--- src/rtl/plc_pkg.sv ---
// Shared types and constants for the programmable logic cell (LUT with serial reconfiguration).
package plc_pkg;

  localparam int unsigned N_IN_MAX = 6;

  // Minterms 0, 4 and 5 set for the 3-input build.
  localparam logic [7:0] TT_DEFAULT_3 = 8'b0011_0001;

  typedef enum logic [1:0] {
    RUN    = 2'd0,
    LOAD   = 2'd1,
    COMMIT = 2'd2
  } plc_state_e;

endpackage

--- src/rtl/prog_logic_cell_if.sv ---
// Handshake bundle for prog_logic_cell: config stream, operand stream and result stream.
interface prog_logic_cell_if #(
  parameter int unsigned N_IN = 3
) ();

  logic            cfg_valid;
  logic            cfg_bit;
  logic            cfg_ready;
  logic            in_valid;
  logic [N_IN-1:0] in_x;
  logic            in_ready;
  logic            out_valid;
  logic            out_y;
  logic            out_ready;

  modport master (
    output cfg_valid, cfg_bit, in_valid, in_x, out_ready,
    input  cfg_ready, in_ready, out_valid, out_y
  );

  modport slave (
    input  cfg_valid, cfg_bit, in_valid, in_x, out_ready,
    output cfg_ready, in_ready, out_valid, out_y
  );

endinterface

--- src/rtl/plc_tt_loader.sv ---
// Shadow truth-table shift register and beat counter; flags the beat that completes a table.
module plc_tt_loader #(
  parameter int unsigned N_IN = 3
) (
  input  logic                  clk,
  input  logic                  rst,
  input  logic                  beat,
  input  logic                  clear,
  input  logic                  cfg_bit,
  output logic [(1<<N_IN)-1:0]  shadow,
  output logic                  done_c
);

  localparam int unsigned W  = 1 << N_IN;
  localparam int unsigned CW = N_IN + 1;

  logic [CW-1:0] count;

  // Minterm 0 arrives first, so it ends up in bit 0 after W shifts.
  always_ff @(posedge clk) begin
    if (rst) begin
      count  <= '0;
      shadow <= '0;
    end else begin
      if (clear) begin
        count <= '0;
      end else if (beat) begin
        count <= count + CW'(1);
      end
      if (beat) begin
        shadow <= {cfg_bit, shadow[W-1:1]};
      end
    end
  end

  assign done_c = beat && (count == CW'(W - 1));

endmodule

--- src/rtl/prog_logic_cell.sv ---
// Programmable logic cell: 2**N_IN-entry truth table evaluated with 1-cycle latency, reloadable serially.
// Optional PROG_LOGIC_CELL_STATS_EN adds ones_cnt, a saturating count of delivered 1 results.
module prog_logic_cell
  import plc_pkg::*;
#(
  parameter int unsigned              N_IN     = 3,
  parameter logic [(1<<N_IN)-1:0]     TT_RESET = (1<<N_IN)'(TT_DEFAULT_3)
) (
  input  logic                    clk,
  input  logic                    rst,
  prog_logic_cell_if.slave        bus
`ifdef PROG_LOGIC_CELL_STATS_EN
  ,
  output logic [15:0]             ones_cnt
`endif
);

  localparam int unsigned W = 1 << N_IN;

  plc_state_e       state;
  plc_state_e       state_nxt;
  logic             cfg_rdy_c;
  logic             in_rdy_c;
  logic             commit_c;
  logic             cfg_fire;
  logic             in_fire;
  logic             load_done_c;
  logic [W-1:0]     shadow;
  logic [W-1:0]     active_table;
  logic             out_valid;
  logic             out_y;

  assign cfg_fire = bus.cfg_valid && cfg_rdy_c;
  assign in_fire  = bus.in_valid && in_rdy_c;

  plc_tt_loader #(
    .N_IN (N_IN)
  ) u_loader (
    .clk     (clk),
    .rst     (rst),
    .beat    (cfg_fire),
    .clear   (commit_c),
    .cfg_bit (bus.cfg_bit),
    .shadow  (shadow),
    .done_c  (load_done_c)
  );

  always_ff @(posedge clk) begin
    if (rst) begin
      state <= RUN;
    end else begin
      state <= state_nxt;
    end
  end

  always_comb begin
    state_nxt = state;
    unique case (state)
      RUN:     if (cfg_fire) state_nxt = LOAD;
      LOAD:    if (load_done_c) state_nxt = COMMIT;
      COMMIT:  state_nxt = RUN;
      default: state_nxt = RUN;
    endcase
  end

  // COMMIT blocks both streams for its single cycle so the table swap is atomic.
  always_comb begin
    cfg_rdy_c = 1'b0;
    in_rdy_c  = 1'b0;
    commit_c  = 1'b0;
    unique case (state)
      RUN, LOAD: begin
        cfg_rdy_c = 1'b1;
        in_rdy_c  = !out_valid || bus.out_ready;
      end
      COMMIT:  commit_c = 1'b1;
      default: commit_c = 1'b0;
    endcase
  end

  always_ff @(posedge clk) begin
    if (rst) begin
      active_table <= TT_RESET;
      out_valid    <= 1'b0;
      out_y        <= 1'b0;
    end else begin
      if (commit_c) begin
        active_table <= shadow;
      end
      if (in_fire) begin
        out_valid <= 1'b1;
        out_y     <= active_table[bus.in_x];
      end else if (bus.out_ready) begin
        out_valid <= 1'b0;
      end
    end
  end

  assign bus.cfg_ready = cfg_rdy_c;
  assign bus.in_ready  = in_rdy_c;
  assign bus.out_valid = out_valid;
  assign bus.out_y     = out_y;

`ifdef PROG_LOGIC_CELL_STATS_EN
  always_ff @(posedge clk) begin
    if (rst) begin
      ones_cnt <= '0;
    end else if (out_valid && bus.out_ready && out_y && (ones_cnt != 16'hFFFF)) begin
      ones_cnt <= ones_cnt + 16'd1;
    end
  end
`endif

endmodule
--- src/flat_wrapper.sv ---
// flat-port wrapper written by rule: the top's interface ports become plain ports
module prog_logic_cell_flat import plc_pkg::*;
#(
  parameter int unsigned              N_IN     = 3,
  parameter logic [(1<<N_IN)-1:0]     TT_RESET = (1<<N_IN)'(TT_DEFAULT_3)
)
  (clk, rst, bus_cfg_valid, bus_cfg_bit, bus_in_valid, bus_in_x, bus_out_ready, bus_cfg_ready, bus_in_ready, bus_out_valid, bus_out_y);
  prog_logic_cell_if #(.N_IN(N_IN)) bus_i ();
  input  logic clk;
  input  logic rst;
  input wire logic [$bits(bus_i.cfg_valid)-1:0] bus_cfg_valid;
  input wire logic [$bits(bus_i.cfg_bit)-1:0] bus_cfg_bit;
  input wire logic [$bits(bus_i.in_valid)-1:0] bus_in_valid;
  input wire logic [$bits(bus_i.in_x)-1:0] bus_in_x;
  input wire logic [$bits(bus_i.out_ready)-1:0] bus_out_ready;
  output wire logic [$bits(bus_i.cfg_ready)-1:0] bus_cfg_ready;
  output wire logic [$bits(bus_i.in_ready)-1:0] bus_in_ready;
  output wire logic [$bits(bus_i.out_valid)-1:0] bus_out_valid;
  output wire logic [$bits(bus_i.out_y)-1:0] bus_out_y;
  assign bus_i.cfg_valid = bus_cfg_valid;
  assign bus_i.cfg_bit = bus_cfg_bit;
  assign bus_i.in_valid = bus_in_valid;
  assign bus_i.in_x = bus_in_x;
  assign bus_i.out_ready = bus_out_ready;
  assign bus_cfg_ready = bus_i.cfg_ready;
  assign bus_in_ready = bus_i.in_ready;
  assign bus_out_valid = bus_i.out_valid;
  assign bus_out_y = bus_i.out_y;
  prog_logic_cell #(.N_IN(N_IN), .TT_RESET(TT_RESET)) u_core (.clk(clk), .rst(rst), .bus(bus_i));
endmodule
--- config.mk ---
export PLATFORM = sky130hd
export DESIGN_NAME = prog_logic_cell_flat
export DESIGN_NICKNAME = d
export VERILOG_FILES = /design/src/rtl/plc_pkg.sv /design/src/rtl/prog_logic_cell_if.sv /design/src/rtl/plc_tt_loader.sv /design/src/rtl/prog_logic_cell.sv /design/src/flat_wrapper.sv
export SDC_FILE = /design/constraint.sdc
export NUM_CORES = 1
export LEC_CHECK = 0
export BUFFER_PORTS_ARGS = -buffer_cell sky130_fd_sc_hd__buf_2
export CAP_MARGIN = 20
export CORE_MARGIN = 1.5
export CORE_UTILIZATION = 58
export CTS_CLUSTER_SIZE = 28
export DETAILED_ROUTE_END_ITERATION = 10
export PLACE_DENSITY = 0.8
export SLEW_MARGIN = 20
export SYNTH_ARGS = -nofsm -noshare
export SYNTH_HDL_FRONTEND = slang
export SYNTH_SLANG_ARGS = --single-unit
--- constraint.sdc ---
create_clock -name clk -period 1.9 [get_ports clk]
set_clock_uncertainty 0.1 [all_clocks]
set_input_delay 0.38 -clock clk [delete_from_list [all_inputs] [get_ports clk]]
set_output_delay 0.38 -clock clk [all_outputs]
set_load 0.05 [all_outputs]
==> flow_summary.json <==
{
  "status": "complete, no violations",
  "synth_ff_type": "dfxtp_1",
  "whs_path_depth": 3,
  "clockBufferDepth": 2,
  "p_leak_nw": 0.418,
  "layout-drive-gt1-share": 0.144,
  "fp.dieW_um": 43.7,
  "nets": 137,
  "syn_nets": 124,
  "drtAntennaViolNets": 0,
  "final_cell_mix": "nand2_1 (34), dfxtp_1 (24), a21oi_1 (14)",
  "reg2regPathDepth": 5,
  "wl_met2_um": 724,
  "max_cap_viol_count": 0,
  "max_slew_margin": 0.723,
  "min_period_ps": 1680,
  "ys_ff_latch": 24,
  "drtIter0Drc": 12,
  "drt_pass1_iterations": 4,
  "yosysWarnings": 0,
  "cts_setup_buffers": 0,
  "dp_cells": 138,
  "grt_pass1_wl_mm": 2.82,
  "std_cell_rows": 14,
  "wl_mm": 1.59,
  "setup_violations": 0,
  "top_layer_used": "met4",
  "crit_path_end_kind": "output pin",
  "synth_cells": 114,
  "track_usage": 0.199,
  "tightest_slew_ps": 416,
  "die_h_um": 43.7,
  "maxSlewViolCount": 0,
  "grt_max_degree": 26,
  "cpMaxStageDelayCell": "dfxtp_1",
  "rsz0062_at_grt": "false",
  "fin_ws_ps": 224,
  "die_area_mm2": 0.00191,
  "ios": 13,
  "finalNonFillerCells": 141,
  "crit_family": "buffers and inverters",
  "yosysTopAreaCell": "dfxtp_1",
  "crit_arrival_ps": 1200,
  "via_per_inst": 5.47,
  "layout_commonest_cell": "nand2_1",
  "portBuffers": 12,
  "grt_pass1_vias": 680,
  "critPathKind": "register to output pin",
  "avgSynthCellArea_um2": 8.43,
  "diodes": 0,
  "cts_buffers": 3,
  "syn_to_final_growth_pct": 9.38,
  "max-vdd-ir-drop_v": 0.000458,
  "antenna_found_initial": 0,
  "crit_required_ps": 1420,
  "vias": 771,
  "clk_latency_ps": 300,
  "cp.depth": 3,
  "ys_top_cells_by_area": "dfxtp_1 (50%), nand2_1 (13%), a21oi_1 (7.3%), nand3b_1 (4.7%), mux2i_1 (4.2%)",
  "wl_met3_um": 60,
  "cts_resized": 0,
  "initial_utilization": 0.631,
  "gp_congestion": 0.716,
  "cts_tree": "yes",
  "regToRegSetupSlack_ps": 610,
  "drc_errors": 0,
  "synth_top_area_share": 0.500,
  "path_cells": "inv_1 > and2_1 > buf_2",
  "async_flop_share": 0,
  "fmax_mhz": 597,
  "cp_num_buf_inv": 2,
  "hold_viol_final": 0,
  "cts_hold_buf": 0,
  "syn_area_um2": 961,
  "design.core.area_mm2": 0.00152,
  "clk_pin_slew_worst_paths_ps": 120,
  "ys_types": 23,
  "wl_per_cell_um": 11.3,
  "hpwlAfterDp_mm": 1.16,
  "pre_cts_ws_ps": 418,
  "p_per_area_mw_per_mm2": 764,
  "fin_setup_tns_ps": 0,
  "critPathLaunchType": "register",
  "clockRootBuffer": "clkbuf_4",
  "m1WireLength_um": 799,
  "htreeDepth": 1,
  "ys_seq_area_frac": 0.500,
  "cp_max_fo": 5,
  "grt_overflow": 0,
  "synth_edf_count": 0,
  "cpPeakStageDelay_ps": 370,
  "period_share": 0.882,
  "hold_class": "input port to register",
  "cts_sinks": 24
}
==> power breakdown <==
group          leakage, nW  internal [mW]  switching [mW]
registers            0.195          0.515         0.00813
logic                0.209         0.0289          0.0455
clock network       0.0138         0.0738           0.132
==> worst reg2reg max path: cells and delay by family (launching register included) <==
kind / cells / cell delay (ps)
buffers and inverters: 1 / 200
XOR/XNOR: 1 / 150
AND/OR/NAND/NOR: 3 / 400
flip-flops: 1 / 370
==> routing by layer <==
metal,track usage,vias to the layer above
met5,0,-
met4,0.109,0
met3,0.0250,2
met2,0.306,15
met1,0.271,349
li1,-,405
==> final timing paths <==
path	start	end
max	u_core.state[1]	bus_in_ready
min	bus_cfg_bit	u_core.u_loader.shadow[7]
max reg2reg	u_core.state[1]	u_core.u_loader.count[3]
min reg2reg	u_core.active_table[7]	u_core.active_table[7]
==> logic make-up after synthesis <==
family / count (synthesis) / share of synthesized area
AND/OR/NAND/NOR: 58 / 0.284
flip-flops: 24 / 0.500
AO/OA/AOI/OAI: 17 / 0.102
buffers and inverters: 7 / 0.0325
multiplexers: 4 / 0.0417
XOR/XNOR: 3 / 0.0273
adder cells (fa/ha/maj): 1 / 0.0130
==> state kept, by name, summed over array words and instances, names as in the netlist <==
signal	flops
u_core.u_loader.shadow	8
u_core.bus.out_y	1
u_core.active_table	8
u_core.u_loader.count	4
u_core.state	2
u_core.bus.out_valid	1
==> cell type report <==
type | count | area, µm²
sequential | 24 | 480
fill | 143 | 473
multi-input combinational | 83 | 449
timing repair buffer | 14 | 75.1
clock buffer | 3 | 22.5
tap | 16 | 20.0
inverter | 1 | 3.75
==> through the flow <==
step	area, µm²	hold WS, ps	util	power (mW)
final	1050	198	0.690	0.803
after global routing	1050	207	0.690	0.834
after CTS	1050	193	0.690	0.814
after detailed placement	1030	348	0.675	0.609
after global placement	1030	343	0.675	0.607
after floorplan	961	334	-	0.587
==> cells in the mapped netlist, types with 2 or more instances <==
cell type and n:
nor2b_1 2, dfxtp_1 24, mux2i_1 4, nand4_1 2, nor2_1 2, nand2_1 34, a21oi_1 14, nand3_1 3
clkbuf_1 4, nand2b_1 2, nor3_1 5, nand3b_1 6, xor2_1 2
Note: power is estimated with default switching activity, not from simulation.
